**src/rtl/piezo_tone_player.sv**
```systemverilog
// piezo_tone_player: queued note player driving a piezo differentially from a DEPTH-entry note FIFO
// Ports: CLK_IN/RST_IN clock and sync active-high reset; NOTE_VALID_IN/NOTE_READY_OUT push handshake
// carrying NOTE_DIV_IN (tone period in clocks, <2 = rest) and NOTE_DUR_IN (ticks, 0 = skip);
// PIEZO_P_OUT/PIEZO_N_OUT differential drive; BUSY_OUT queue or player active; LED_OUT mirrors PIEZO_P_OUT.
// Optional macro PIEZO_TONE_GAP_EN silences the final tick of notes lasting two or more ticks.
module piezo_tone_player #(
  parameter int CLK_FREQ = 12_000_000,
  parameter int TICK_HZ = 1000,
  parameter int DIV_W = 24,
  parameter int DUR_W = 16,
  parameter int DEPTH = 4
) (
  input logic CLK_IN,
  input logic RST_IN,
  input logic NOTE_VALID_IN,
  output logic NOTE_READY_OUT,
  input logic [DIV_W-1:0] NOTE_DIV_IN,
  input logic [DUR_W-1:0] NOTE_DUR_IN,
  output logic PIEZO_P_OUT,
  output logic PIEZO_N_OUT,
  output logic BUSY_OUT,
  output logic LED_OUT
);
  localparam int TICK_DIV = CLK_FREQ / TICK_HZ;
  localparam int PW = $clog2(TICK_DIV);
  localparam int AW = $clog2(DEPTH);
  localparam logic [PW-1:0] PRE_TOP = PW'(TICK_DIV - 1);
  localparam logic [PW-1:0] ONE_P = PW'(1);
  localparam logic [DIV_W-1:0] ONE_D = DIV_W'(1);
  localparam logic [DUR_W-1:0] ONE_U = DUR_W'(1);
  localparam logic [AW:0] ONE_C = (AW+1)'(1);
  localparam logic [AW:0] FULL = (AW+1)'(DEPTH);
  typedef enum logic [1:0] {IDLE, LOAD, PLAY} state_t;
  state_t state;
  logic [DIV_W-1:0] div_mem [DEPTH];
  logic [DUR_W-1:0] dur_mem [DEPTH];
  logic [AW-1:0] wr_ptr, rd_ptr;
  logic [AW:0] count, count_n;
  logic push, pop, ne_r, tone, last, wave_n, gap_n;
  logic [DIV_W-1:0] div_r, phase, phase_n, half, head_div;
  logic [DUR_W-1:0] dur_r, dur_n, head_dur;
  logic [PW-1:0] pre;
  assign push = NOTE_VALID_IN && NOTE_READY_OUT;
  assign pop = state == LOAD;
  assign count_n = count + (AW+1)'(push) - (AW+1)'(pop);
  assign head_div = div_mem[rd_ptr];
  assign head_dur = dur_mem[rd_ptr];
  assign tone = div_r > ONE_D;
  assign half = div_r >> 1;
  assign phase_n = phase == '0 ? (tone ? div_r - ONE_D : '0) : phase - ONE_D;
  assign dur_n = pre == '0 ? dur_r - ONE_U : dur_r;
  assign last = pre == '0 && dur_r == ONE_U;
  assign wave_n = tone && phase_n >= half;
  assign LED_OUT = PIEZO_P_OUT;
`ifdef PIEZO_TONE_GAP_EN
  logic gap_ok;
  assign gap_n = gap_ok && dur_n == ONE_U;
`else
  assign gap_n = 1'b0;
`endif
  always_ff @(posedge CLK_IN) begin
    if (push) begin
      div_mem[wr_ptr] <= NOTE_DIV_IN;
      dur_mem[wr_ptr] <= NOTE_DUR_IN;
    end
  end
  always_ff @(posedge CLK_IN) begin
    if (RST_IN) begin
      state <= IDLE;
      wr_ptr <= '0;
      rd_ptr <= '0;
      count <= '0;
      ne_r <= 1'b0;
      NOTE_READY_OUT <= 1'b0;
      BUSY_OUT <= 1'b0;
      PIEZO_P_OUT <= 1'b0;
      PIEZO_N_OUT <= 1'b0;
      div_r <= '0;
      dur_r <= '0;
      phase <= '0;
      pre <= '0;
`ifdef PIEZO_TONE_GAP_EN
      gap_ok <= 1'b0;
`endif
    end else begin
      wr_ptr <= wr_ptr + AW'(push);
      rd_ptr <= rd_ptr + AW'(pop);
      count <= count_n;
      // one-cycle delayed occupancy gives the IDLE stage its settling cycle before LOAD
      ne_r <= count != '0;
      NOTE_READY_OUT <= count_n != FULL;
      BUSY_OUT <= count_n != '0;
      PIEZO_P_OUT <= 1'b0;
      PIEZO_N_OUT <= 1'b0;
      case (state)
        IDLE: if (ne_r && count != '0) begin
          state <= LOAD;
          BUSY_OUT <= 1'b1;
        end
        LOAD: begin
          div_r <= head_div;
          dur_r <= head_dur;
          phase <= head_div > ONE_D ? head_div - ONE_D : '0;
          pre <= PRE_TOP;
`ifdef PIEZO_TONE_GAP_EN
          gap_ok <= head_dur > ONE_U;
`endif
          // the first phase value div-1 always lies in the high half of the wave
          PIEZO_P_OUT <= head_dur != '0 && head_div > ONE_D;
          state <= head_dur != '0 ? PLAY : count > ONE_C ? LOAD : IDLE;
          BUSY_OUT <= head_dur != '0 || count > ONE_C || count_n != '0;
        end
        PLAY: begin
          phase <= phase_n;
          pre <= pre == '0 ? PRE_TOP : pre - ONE_P;
          dur_r <= dur_n;
          PIEZO_P_OUT <= !last && !gap_n && wave_n;
          PIEZO_N_OUT <= !last && !gap_n && tone && !wave_n;
          state <= !last ? PLAY : count != '0 ? LOAD : IDLE;
          BUSY_OUT <= !last || count_n != '0;
        end
        default: state <= IDLE;
      endcase
    end
  end
endmodule

```
**config.mk**
```make
export PLATFORM = sky130hd
export DESIGN_NAME = piezo_tone_player
export DESIGN_NICKNAME = d
export VERILOG_FILES = /design/src/rtl/piezo_tone_player.sv
export SDC_FILE = /design/constraint.sdc
export NUM_CORES = 1
export LEC_CHECK = 0
export ABC_AREA = 1
export BUFFER_PORTS_ARGS = -buffer_cell sky130_fd_sc_hd__buf_2
export CAP_MARGIN = 10
export CORE_ASPECT_RATIO = 2
export CORE_MARGIN = 10
export CORE_UTILIZATION = 65
export CTS_CLUSTER_DIAMETER = 80
export DETAILED_ROUTE_END_ITERATION = 8
export PLACE_DENSITY = 0.83
export RECOVER_POWER = 25
export SYNTH_ARGS = -nofsm -noshare
export SYNTH_HDL_FRONTEND = slang
export SYNTH_SLANG_ARGS = --single-unit
export TNS_END_PERCENT = 20
```
**constraint.sdc**
```tcl
create_clock -name CLK_IN -period 6.9 [get_ports CLK_IN]
set_input_delay 1.38 -clock CLK_IN [delete_from_list [all_inputs] [get_ports CLK_IN]]
set_output_delay 1.38 -clock CLK_IN [all_outputs]
set_load 0.02 [all_outputs]
```
Yosys cells after proc, flatten, opt, wreduce, memory -nomap -nowiden
Memory sizes are Yosys's and may differ from the RTL's. A register that Yosys moved wholly into a read port is not among the register bits.
Cells that the tools add are included.
- bits in registers: 92
- bits in writable memories: 160
- logic and storage cells: 78
- memories kept: 2
- memories (name ; depth ; width ; rd ports ; clocked after memory_dff ; write ports ; line ; text):
    div_mem ; 4 ; 24 ; 1 ; 1 ; 1 ; 35 ; logic [DIV_W-1:0] div_mem [DEPTH];
    dur_mem ; 4 ; 16 ; 1 ; 1 ; 1 ; 36 ; logic [DUR_W-1:0] dur_mem [DEPTH];
- $add $sub $neg: 9
- order comparisons: 4
- equality and inequality tests: 6
- muxes and demuxes: 21
- bitwise logic cells: 1
- reduce and logical (&&, ||, !) cells: 22
- operators with widths (operator ; count):
    24-bit two-way mux ; 3
    24-bit by 1-bit subtractor with 24-bit output, second input constant ; 3
    24-bit by 1-bit greater-than comparator with 1-bit output, second input constant ; 2
    24-bit case mux with 2 select lines ; 1
    16-bit case mux with 2 select lines ; 1
    14-bit case mux with 2 select lines ; 1
    24-bit by 23-bit >= comparator with 1-bit output ; 1
    24-bit zero test ; 1
    16-bit by 1-bit == test with 1-bit output, second input constant ; 1
    16-bit two-way mux ; 1
    16-bit nonzero test ; 1
    16-bit by 1-bit subtractor with 16-bit output, second input constant ; 1
    14-bit zero test ; 1
    14-bit two-way mux ; 1
    14-bit by 1-bit subtractor with 14-bit output, second input constant ; 1
    2-bit two-way mux ; 5
    1-bit logical AND ; 8
    2-bit case mux with 3 select lines ; 1
    3-bit nonzero test ; 2
    1-bit two-way mux ; 5
    2-bit by 1-bit adder with 2-bit output ; 2
    2-bit inequality test, second input constant ; 2
    3-bit by 1-bit adder with 3-bit output ; 1
    3-bit by 1-bit greater-than comparator with 1-bit output, second input constant ; 1
    13 further kinds ; 16

Logic depth before layout (Yosys ltp)
Gate-level depths: netlist (run 1).
- word-level depth: 7
- depth in mapped cells: 27
- depth with buffers taken out: 27

Worst setup path before layout (run 1)
No wires, ideal clock.
- path type: input-to-reg
- start point: in NOTE_VALID_IN
- end point: mem div_mem[0][0], enable pin
- data arrival time: 4.253 ns
- data required time: 6.413 ns
- path slack: 2.160 ns
- stages: 2
- cells stage by stage: nand2_1 > nor3_1
- word-level cells in the longest chain between the ends: 3
- RTL lines (element ; line ; text):
    from (decl) ; 15 ; input logic NOTE_VALID_IN,
    1-bit logical AND ; 43 ; assign push = NOTE_VALID_IN && NOTE_READY_OUT;
    1-bit two-way mux ; 62 ; if (push) begin
    1-bit two-way mux (not written as such) ; 63 ; div_mem[wr_ptr] <= NOTE_DIV_IN;
    to (decl) ; 35 ;
Every way passes these cells.

==> results of run 1 <==
## sequential cells by signal, summed over array words and instances (netlist names), 3 cells and up
name,flops
pre,14
dur_mem,64
phase,24
dur_r,16
div_mem,96
count,3
div_r,24
## final timing paths
| kind | start | end | depth (start not counted) |
|---|---|---|---|
| setup reg to reg | rd_ptr[0] | phase[22] | 15 |
| setup / recovery | rd_ptr[0] | phase[22] | 15 |
| hold / removal | dur_r[5] | dur_r[5] | 2 |
| hold reg to reg | dur_r[5] | dur_r[5] | 2 |
## metrics by stage
step	util, %	power [mW]	cells	hold slack [ps]
after floorplan	-	5.304	1585	449.7
after global placement	67.05	6.287	1848	459.6
after detailed placement	67.05	6.365	1848	471.1
after CTS	70.90	7.687	1888	481.0
after global routing	70.72	8.341	1888	522.5
final	70.72	7.766	1888	480.6
## worst min-delay path, delay by kind of cell (launching register included)
| family | cells | cell delay (ps) |
|---|---|---|
| DFF | 1 | 330 |
| and+or+nand+nor | 1 | 60 |
| AOI/OAI and AO/OA | 1 | 50 |
## synth_stat cells (all sizes together), types with 5 or more instances
master	number	area, um^2
a31oi	5	31.28
buf	32	277.8
o21ai	95	479.2
nand2	431	1703
edfxtp	160	4805
nor3	27	162.7
a21oi	102	525.5
dfxtp	92	1842
xnor2	18	157.7
xor2	43	376.6
nand4	25	156.4
nor2	186	745.7
inv	128	488.0
o22ai	10	87.59
ha	41	513.0
nand3	135	700.7
clkbuf	28	105.1
## kinds of logic after synthesis
group | count (synthesis) | synth area share, %
flops | 252 | 49.69
fa+ha+maj | 42 | 3.985
xor+xnor | 61 | 3.994
compound gates | 226 | 9.280
buf+inv | 188 | 6.511
simple gates | 816 | 26.54
## metal layers
metal / up-vias / global-route usage, % / share of wire (%)
met5: - / 0 / 0
met4: 0 / 15.93 / 6.8
met1: 5082 / 22.46 / 34
met2: 423 / 43.97 / 54
met3: 130 / 3.289 / 5.4
li1: 5345 / - / -
## placed cells by master, fill, tap and decap left out, types with 4 or more instances in the layout
cell                          n
sky130_fd_sc_hd__a21oi_1     98
sky130_fd_sc_hd__a21oi_2      4
sky130_fd_sc_hd__a31oi_1      5
sky130_fd_sc_hd__buf_2       18
sky130_fd_sc_hd__buf_4       10
sky130_fd_sc_hd__clkbuf_1    30
sky130_fd_sc_hd__clkbuf_16   24
sky130_fd_sc_hd__clkinv_4     4
sky130_fd_sc_hd__dfxtp_1     91
sky130_fd_sc_hd__edfxtp_1   160
sky130_fd_sc_hd__ha_1        41
sky130_fd_sc_hd__inv_1      124
sky130_fd_sc_hd__nand2_1    399
sky130_fd_sc_hd__nand2_2     31
sky130_fd_sc_hd__nand3_1    130
sky130_fd_sc_hd__nand3_2      5
sky130_fd_sc_hd__nand4_1     25
sky130_fd_sc_hd__nor2_1     177
sky130_fd_sc_hd__nor2_2       4
sky130_fd_sc_hd__nor2_4       5
sky130_fd_sc_hd__nor3_1      20
sky130_fd_sc_hd__nor3_2       5
sky130_fd_sc_hd__nor4_1       4
sky130_fd_sc_hd__o21ai_0     91
sky130_fd_sc_hd__o22ai_1      6
sky130_fd_sc_hd__o22ai_2      4
sky130_fd_sc_hd__xnor2_1     18
sky130_fd_sc_hd__xor2_1      43
## power by group through the flow
stage	clock, mW	combinational [mW]	sequential, mW
floorplan	0	3.22	2.08
global placement	0	4.17	2.12
detailed placement	0	4.24	2.13
CTS	1.31	4.28	2.10
global route	1.37	4.84	2.14
finish	1.30	4.36	2.10
## area by class of cell
| type | instances | area (um^2) | area share [%] |
|---|---|---|---|
| multi-input combinational | 1145 | 5878 | 40.80 |
| inverter | 128 | 488.0 | 3.387 |
| sequential | 252 | 6648 | 46.14 |
| clock buffer | 26 | 618.1 | 4.290 |
| timing repair buffer | 57 | 274.0 | 1.902 |
| clock inverter | 14 | 167.7 | 1.164 |
| tap | 266 | 332.8 | 2.310 |
==> impl_metrics.tcl, run 1 <==
set metrics [dict create \
    outcome "complete, no violations" \
    ir_drop_uv 346.9 \
    drv_slew 0 \
    max_cap_viol_count 0 \
    period_share_pct 52.59 \
    place_worst_setup_slack_ps 3402 \
    worst_ep_arrival_time_ps 4040 \
    power_switching_share_pct 47.85 \
    clock-skew-final_ps 21.63 \
    synth.yosys.warnings 0 \
    fill_cells 1616 \
    timing.fmax_mhz 275.6 \
    worstPathBufferInverterCount 4 \
    timing.critical_path.max_delay_family "simple AND/OR/NAND/NOR gates" \
    post_cts_buffers 0 \
    remaining_drc_errors 0 \
    areaGrowthSynthToFinish_pct 7.708 \
    pwr-share-clk_pct 16.8 \
    global_route.usage.total_pct 23.44 \
    finalSetupViolations 0 \
    post_synth_num_cell_types 52 \
    initial_core_util_pct 65.66 \
    cts_resized 0 \
    synthArstFlopShare_pct 0 \
    drive_above_1_share_pct 8.446 \
    synthesis.area_um2 13380 \
    internal_power_mw 4.050 \
    max_slew_margin_pct 42.21 \
    synth-edff-count 160 \
    antenna_left 0 \
    placed_inst_area_um2 13660 \
    net-switching-power_mw 3.716 \
    dr_total_vias 10980 \
    grt_pass1_vias 10550 \
    post_drt_via_cell_ratio 5.816 \
    worstSkewPairLatency_ps 520 \
    setup_slack_ps 3271 \
    syn-mean-instance-area_um2 8.439 \
    period_minus_slack_ps 3629 \
    drtPass1Iterations 5 \
    row_count 74 \
    die-height_um 222.9 \
    diodes 0 \
    critical-path-max-stage-delay_ps 650 \
    drt_iter0_drc 783 \
    finalWeightedCongestion 0.9976 \
    worst_path_most_repeated_cell "sky130_fd_sc_hd__nor2_1" \
    grt_overflow_total 0 \
    fp.dieArea_um2 27060 \
    setup.reg_to_reg.worst_slack_ps 3270 \
    synth.ff_latch_count 252 \
    pin_count_of_the_biggest_net_entering_global_routing 83 \
    top_level_ports 48 \
    power-per-cell-area_nw_per_um2 539.0 \
    cts_htree_levels 1 \
    number_of_antenna_violations_at_the_first_check_in_global_routing 0 \
    buffer_ports.inserted 47 \
    fin_nets 1691 \
    power_frac_comb_pct 56.1 \
    rsz0062_at_grt "no" \
    dp.final_hpwl_mm 23.44 \
    die_w_um 121.4 \
    path_max_fanout 82 \
    startpoint_type "flip-flop" \
    cts_sinks 252 \
    average_wire_per_cell_in_the_routed_design_um 17.27 \
    p_seq_share_pct 27.1 \
    timing.critical_path.cells "buf_4, inv_6, o211ai_2, nand2_1, inv_1, ha_1, inv_1, nor2_4, nand3_2, nand2_1, nand3_2, nand2_4, nor2_1, nor2_1, nor2_1" \
    fin_tns_setup_ps 0 \
    report.final.hold_viol_count 0 \
    postSynthNetCount 1670 \
    grt_pass1_wl_mm 51.09 \
    synth-main-ff-cell "sky130_fd_sc_hd__edfxtp_1" \
    final_cell_area_um2 14410 \
    cts-buffers-inserted 22 \
    data_required_time_of_the_worst_path_ps 7310 \
    holdBufCountCts 0 \
    tritoncts "yes" \
    synth_cells 1585 \
    leakagePower_nw 5.936 \
    endpoint_kind "flip-flop" \
    transition_at_the_pin_with_the_smallest_max_transition_slack_ps 866.9 \
    worstHoldPathType "reg2reg" \
    clk_pin_slew_worst_paths_ps 70 \
    fp.coreArea_um2 20370 \
    path_class "reg2reg" \
    wirelength_mm 32.60 \
    synth_sequential_area_ratio_pct 49.69 \
    cp_slowest_cell "sky130_fd_sc_hd__buf_4" \
    cts.path.max_buffers 3 \
    cts-root-buf "sky130_fd_sc_hd__clkbuf_16" \
]
Note: power is estimated with default switching activity, not from simulation.
==> run 2: changes to the inputs <==
CORE_UTILIZATION = 63   (was 65)
PLACE_DENSITY = 0.81   (was 0.83)
clock period = 3.6 ns   (was 6.9 ns; I/O delays follow)
==> impl_metrics.tcl, run 2 (synthesized netlist as in run 1, its figures left out) <==
set metrics [dict create \
    r2r-start "phase[0]" \
    placed_inst_area_um2 13810 \
    die-height_um 226.1 \
    grt_use_met1_pct 23.91 \
    worstSkewPairLatency_ps 520 \
    cts_sinks 252 \
    report.final.hold_viol_count 0 \
    areaGrowthSynthToFinish_pct 8.643 \
    antenna_left 0 \
    fp.coreArea_um2 20930 \
    clock-skew-final_ps 20.35 \
    initial_core_util_pct 63.92 \
    ir_drop_uv 634.3 \
    worst_ep_arrival_time_ps 3730 \
    diodes 0 \
    finalSetupViolations 0 \
    endpoint_kind "flip-flop" \
    wirelength_mm 33.68 \
    global_route.usage.total_pct 24.07 \
    remaining_drc_errors 0 \
    grt_overflow_total 0 \
    data_required_time_of_the_worst_path_ps 4060 \
    place_worst_setup_slack_ps 414.7 \
    grt_pass1_wl_mm 53.05 \
    clk_pin_slew_worst_paths_ps 70 \
    grt.busiest_layer "met2" \
    final_cell_area_um2 14530 \
    transition_at_the_pin_with_the_smallest_max_transition_slack_ps 675.5 \
    pin_count_of_the_biggest_net_entering_global_routing 54 \
    cts_htree_levels 1 \
    grt_pass1_vias 10820 \
    drtPass1Iterations 5 \
    rsz0062_at_grt "no" \
    power-per-cell-area_nw_per_um2 1028 \
    drive_above_1_share_pct 9.440 \
    layout_commonest_cell "sky130_fd_sc_hd__nand2_1" \
    tritoncts "yes" \
    worstHoldStart "NOTE_DUR_IN[5]" \
    cts-buffers-inserted 23 \
    final_cell_count_no_fill 1911 \
    dp.final_hpwl_mm 24.49 \
    startpoint_type "flip-flop" \
    post_cts_buffers 0 \
    path_class "reg2reg" \
    drv_slew 0 \
    cts-root-buf "sky130_fd_sc_hd__clkbuf_16" \
    fill_cells 1669 \
    met3_track_demand_over_resource_in_global_routing_pct 2.626 \
    finalWeightedCongestion 0.9792 \
    numPlacedInstances 1871 \
    worstHoldPathType "in2reg" \
    leakagePower_nw 6.005 \
    path_max_fanout 9 \
    period_minus_slack_ps 3274 \
    timing.fmax_mhz 305.5 \
    row_count 75 \
    setup_slack_ps 326.2 \
    largest_register_ff_count 96 \
    crit_start "phase[0]" \
    drt_iter0_drc 701 \
    fin_nets 1712 \
    fp.dieArea_um2 27810 \
    dr_total_vias 10950 \
    buffer_ports.inserted 47 \
    largest_registers "div_mem x96, dur_mem x64" \
    most_frequent_cells_in_the_layout "sky130_fd_sc_hd__nand2_1, sky130_fd_sc_hd__nor2_1, sky130_fd_sc_hd__edfxtp_1" \
    average_wire_per_cell_in_the_routed_design_um 17.62 \
    cts_resized 0 \
    top_level_ports 48 \
    outcome "complete, no violations" \
    period_share_pct 90.94 \
    max_flop_register "div_mem" \
    global_route.usage.met2_pct 44.80 \
    max_cap_viol_count 0 \
    post_drt_via_cell_ratio 5.732 \
    number_of_antenna_violations_at_the_first_check_in_global_routing 0 \
    cts.path.max_buffers 3 \
    max_slew_margin_pct 54.97 \
    die_w_um 123.0 \
    holdBufCountCts 0 \
]
==> run 2: critical path: stages, from the launching register on <==
cell and delay [ps]:
sky130_fd_sc_hd__dfxtp_1 320, sky130_fd_sc_hd__inv_1 150, sky130_fd_sc_hd__ha_1 190, sky130_fd_sc_hd__inv_1 40, sky130_fd_sc_hd__nor2_1 130, sky130_fd_sc_hd__nand4_1 180
sky130_fd_sc_hd__nor3_4 170, sky130_fd_sc_hd__nand2_1 180, sky130_fd_sc_hd__buf_4 230, sky130_fd_sc_hd__o21ai_1 170, sky130_fd_sc_hd__inv_1 70, sky130_fd_sc_hd__ha_1 270
sky130_fd_sc_hd__inv_1 40, sky130_fd_sc_hd__nand2_1 50, sky130_fd_sc_hd__nand2_1 40, sky130_fd_sc_hd__nand2_1 50, sky130_fd_sc_hd__nand2_1 50, sky130_fd_sc_hd__nand2_1 50
sky130_fd_sc_hd__nand2_1 40, sky130_fd_sc_hd__nand2_1 60, sky130_fd_sc_hd__nand2_1 50, sky130_fd_sc_hd__nand2_1 50, sky130_fd_sc_hd__nand2_1 40, sky130_fd_sc_hd__nand2_1 150
sky130_fd_sc_hd__nand2_1 80, sky130_fd_sc_hd__nand2_1 160, sky130_fd_sc_hd__nand2_1 70, sky130_fd_sc_hd__a21oi_1 110
==> run 2: routing by layer <==
| layer | up-vias | part of all wire (%) |
|---|---|---|
| li1 | 5372 | - |
| met1 | 5098 | 34 |
| met2 | 351 | 54 |
| met3 | 133 | 4.3 |
| met4 | 0 | 7.6 |
| met5 | - | 0 |
==> run 2: final cells by class <==
cell class	count	area, um^2	area share, %
clock buffer	26	586.8	4.038
timing repair buffer	77	424.2	2.919
tap	269	336.6	2.316
clock inverter	14	170.2	1.171
multi-input combinational	1145	5878	40.45
inverter	128	488.0	3.358
sequential	252	6648	45.75
==> run 2: path summary, 6_finish.rpt <==
path,endpoint,slack [ps],cells past startpoint
worst min register to register,dur_r[11],480,2
worst max register to register,LED_OUT,330,27
worst max-delay path,LED_OUT,330,27
worst min-delay path,dur_mem[0][5],420,1
==> run 2: power by group <==
part	internal, mW	switching (mW)
registers	3.61	0.412
clock network	1.40	1.06
logic	2.81	5.65
total	7.82	7.12
==> run 2: per-stage QoR <==
step | TNS [ps] | hold WS [ps] | total power [mW] | util [%]
final | 0 | 419.7 | 14.94 | 69.44
after floorplan | -76850 | 449.7 | 10.17 | -
after CTS | 0 | 392.2 | 14.84 | 69.61
after global placement | 0 | 464.2 | 12.22 | 66.00
after global routing | 0 | 423.2 | 16.12 | 69.44
after detailed placement | 0 | 474.6 | 12.34 | 66.00
==> run 3: changes to the inputs <==
CELL_PAD_IN_SITES_DETAIL_PLACEMENT = 1   (was not set)
CELL_PAD_IN_SITES_GLOBAL_PLACEMENT = 1   (was not set)
CORE_UTILIZATION = 48   (was 63)
PLACE_DENSITY = not set   (was 0.81)
PLACE_DENSITY_LB_ADDON = 0.1   (was not set)
==> impl_metrics.tcl, run 3 (synthesized netlist as in run 1, its figures left out) <==
set metrics [dict create \
    cts_htree_levels 1 \
    internal_power_mw 7.870 \
    cts-root-buf "sky130_fd_sc_hd__clkbuf_16" \
    global_route.usage.total_pct 21.23 \
    fp.coreArea_um2 27550 \
    transition_at_the_pin_with_the_smallest_max_transition_slack_ps 929.4 \
    grt_overflow_total 0 \
    power-per-cell-area_nw_per_um2 1042 \
    cts-buffers-inserted 24 \
    pwr-share-clk_pct 16.8 \
    max_cap_viol_count 0 \
    numPlacedInstances 1954 \
    drive_above_1_share_pct 9.666 \
    largest_registers "div_mem x96, dur_mem x64" \
    critical-path-max-stage-delay_ps 310 \
    outcome "complete, no violations" \
    power_switching_share_pct 48.56 \
    finalWeightedCongestion 0.8858 \
    clock-skew-final_ps 12.13 \
    worst_ep_arrival_time_ps 3800 \
    worstSkewPairLatency_ps 550 \
    wirelength_mm 38.27 \
    r2r-start "phase[0]" \
    pin_count_of_the_biggest_net_entering_global_routing 57 \
    buffer_ports.inserted 47 \
    crit_start "phase[0]" \
    post_drt_via_cell_ratio 5.439 \
    endpoint_kind "flip-flop" \
    period_minus_slack_ps 3317 \
    worstHoldPathType "in2reg" \
    ir_drop_uv 557.1 \
    dr_total_vias 10860 \
    clk_pin_slew_worst_paths_ps 70 \
    initial_core_util_pct 48.56 \
    areaGrowthSynthToFinish_pct 9.748 \
    most_frequent_cells_in_the_layout "sky130_fd_sc_hd__nand2_1, sky130_fd_sc_hd__nor2_1, sky130_fd_sc_hd__edfxtp_1" \
    leakagePower_nw 6.023 \
    worst_path_most_repeated_cell "sky130_fd_sc_hd__nand2_1" \
    path_class "reg2reg" \
    cts.path.max_buffers 3 \
    top_level_ports 48 \
    largest_register_ff_count 96 \
    drv_slew 0 \
    remaining_drc_errors 0 \
    final_cell_area_um2 14680 \
    period_share_pct 92.13 \
    die_w_um 138.0 \
    diodes 0 \
    fin_nets 1713 \
    max_slew_margin_pct 38.04 \
    path_max_fanout 8 \
    timing.fmax_mhz 301.5 \
    startpoint_type "flip-flop" \
    row_count 86 \
    grt_pass1_vias 11830 \
    cp_slowest_cell "sky130_fd_sc_hd__dfxtp_1" \
    antenna_left 0 \
    worstHoldStart "NOTE_DIV_IN[2]" \
    layout_commonest_cell "sky130_fd_sc_hd__nand2_1" \
    holdBufCountCts 0 \
    drtPass1Iterations 4 \
    dp.final_hpwl_mm 28.40 \
    average_wire_per_cell_in_the_routed_design_um 19.16 \
    number_of_antenna_violations_at_the_first_check_in_global_routing 0 \
    net-switching-power_mw 7.429 \
    placed_inst_area_um2 13930 \
    rsz0062_at_grt "no" \
    finalSetupViolations 0 \
    die-height_um 256.1 \
    data_required_time_of_the_worst_path_ps 4080 \
    tritoncts "yes" \
    power_frac_comb_pct 56.9 \
    report.final.hold_viol_count 0 \
    final_core_utilization_pct 53.29 \
    final_cell_count_no_fill 1997 \
    p_seq_share_pct 26.4 \
    cts_sinks 252 \
    grt_pass1_wl_mm 61.62 \
    max_flop_register "div_mem" \
    fp.dieArea_um2 35350 \
    drt_iter0_drc 389 \
]
[run 3: path summary, 6_finish.rpt]
kind	to	slack, ps	cells after the start
max	LED_OUT	280	27
min	div_mem[0][2]	390	1
max reg2reg	LED_OUT	280	27
min reg2reg	dur_r[15]	480	2
[run 3: metal layers]
layer,part of all wire [%],global-route usage [%]
met5,0,0
met4,4.5,10.06
met3,2.6,2.377
met2,56,42.50
met1,37,20.59
[run 3: power by group through the flow]
stage / registers (mW) / clock network [mW] / logic [mW]
after floorplan: 3.99 / 0 / 6.18
after global placement: 4.06 / 0 / 8.50
after detailed placement: 4.09 / 0 / 8.66
after CTS: 4.03 / 2.62 / 8.73
after global routing: 4.11 / 2.72 / 9.80
final: 4.03 / 2.56 / 8.70
[run 3: final cells by class]
cell class | instances | area, um^2
multi-input combinational | 1145 | 5886
tap | 352 | 440.4
inverter | 128 | 488.0
timing repair buffer | 77 | 436.7
sequential | 252 | 6648
fill | 3389 | 12870
clock inverter | 12 | 132.6
clock buffer | 31 | 648.1
[run 3: worst max-delay path: cells and delay by family (launching register included)]
kind	cells	cell delay, ps
AO/OA/AOI/OAI	2	350
adder cells (fa/ha/maj)	2	470
buffers and inverters	5	500
flip-flops	1	310
AND/OR/NAND/NOR	18	1590
[run 3: through the flow]
step	total power [mW]	hold WS (ps)	TNS [ps]	worst slack (ps)
finish	15.30	387.8	0	283.2
floorplan	10.17	449.7	-76850	-480.5
CTS	15.38	357.9	0	202.3
global placement	12.56	465.8	0	268.2
global route	16.63	392.9	0	14.43
detailed placement	12.75	470.4	0	256.3
[run 3: repair_timing]
item	4_1_cts	5_1_grt
setup endpoints to repair	0	1
resized for setup	0	3
setup buffers	0	0
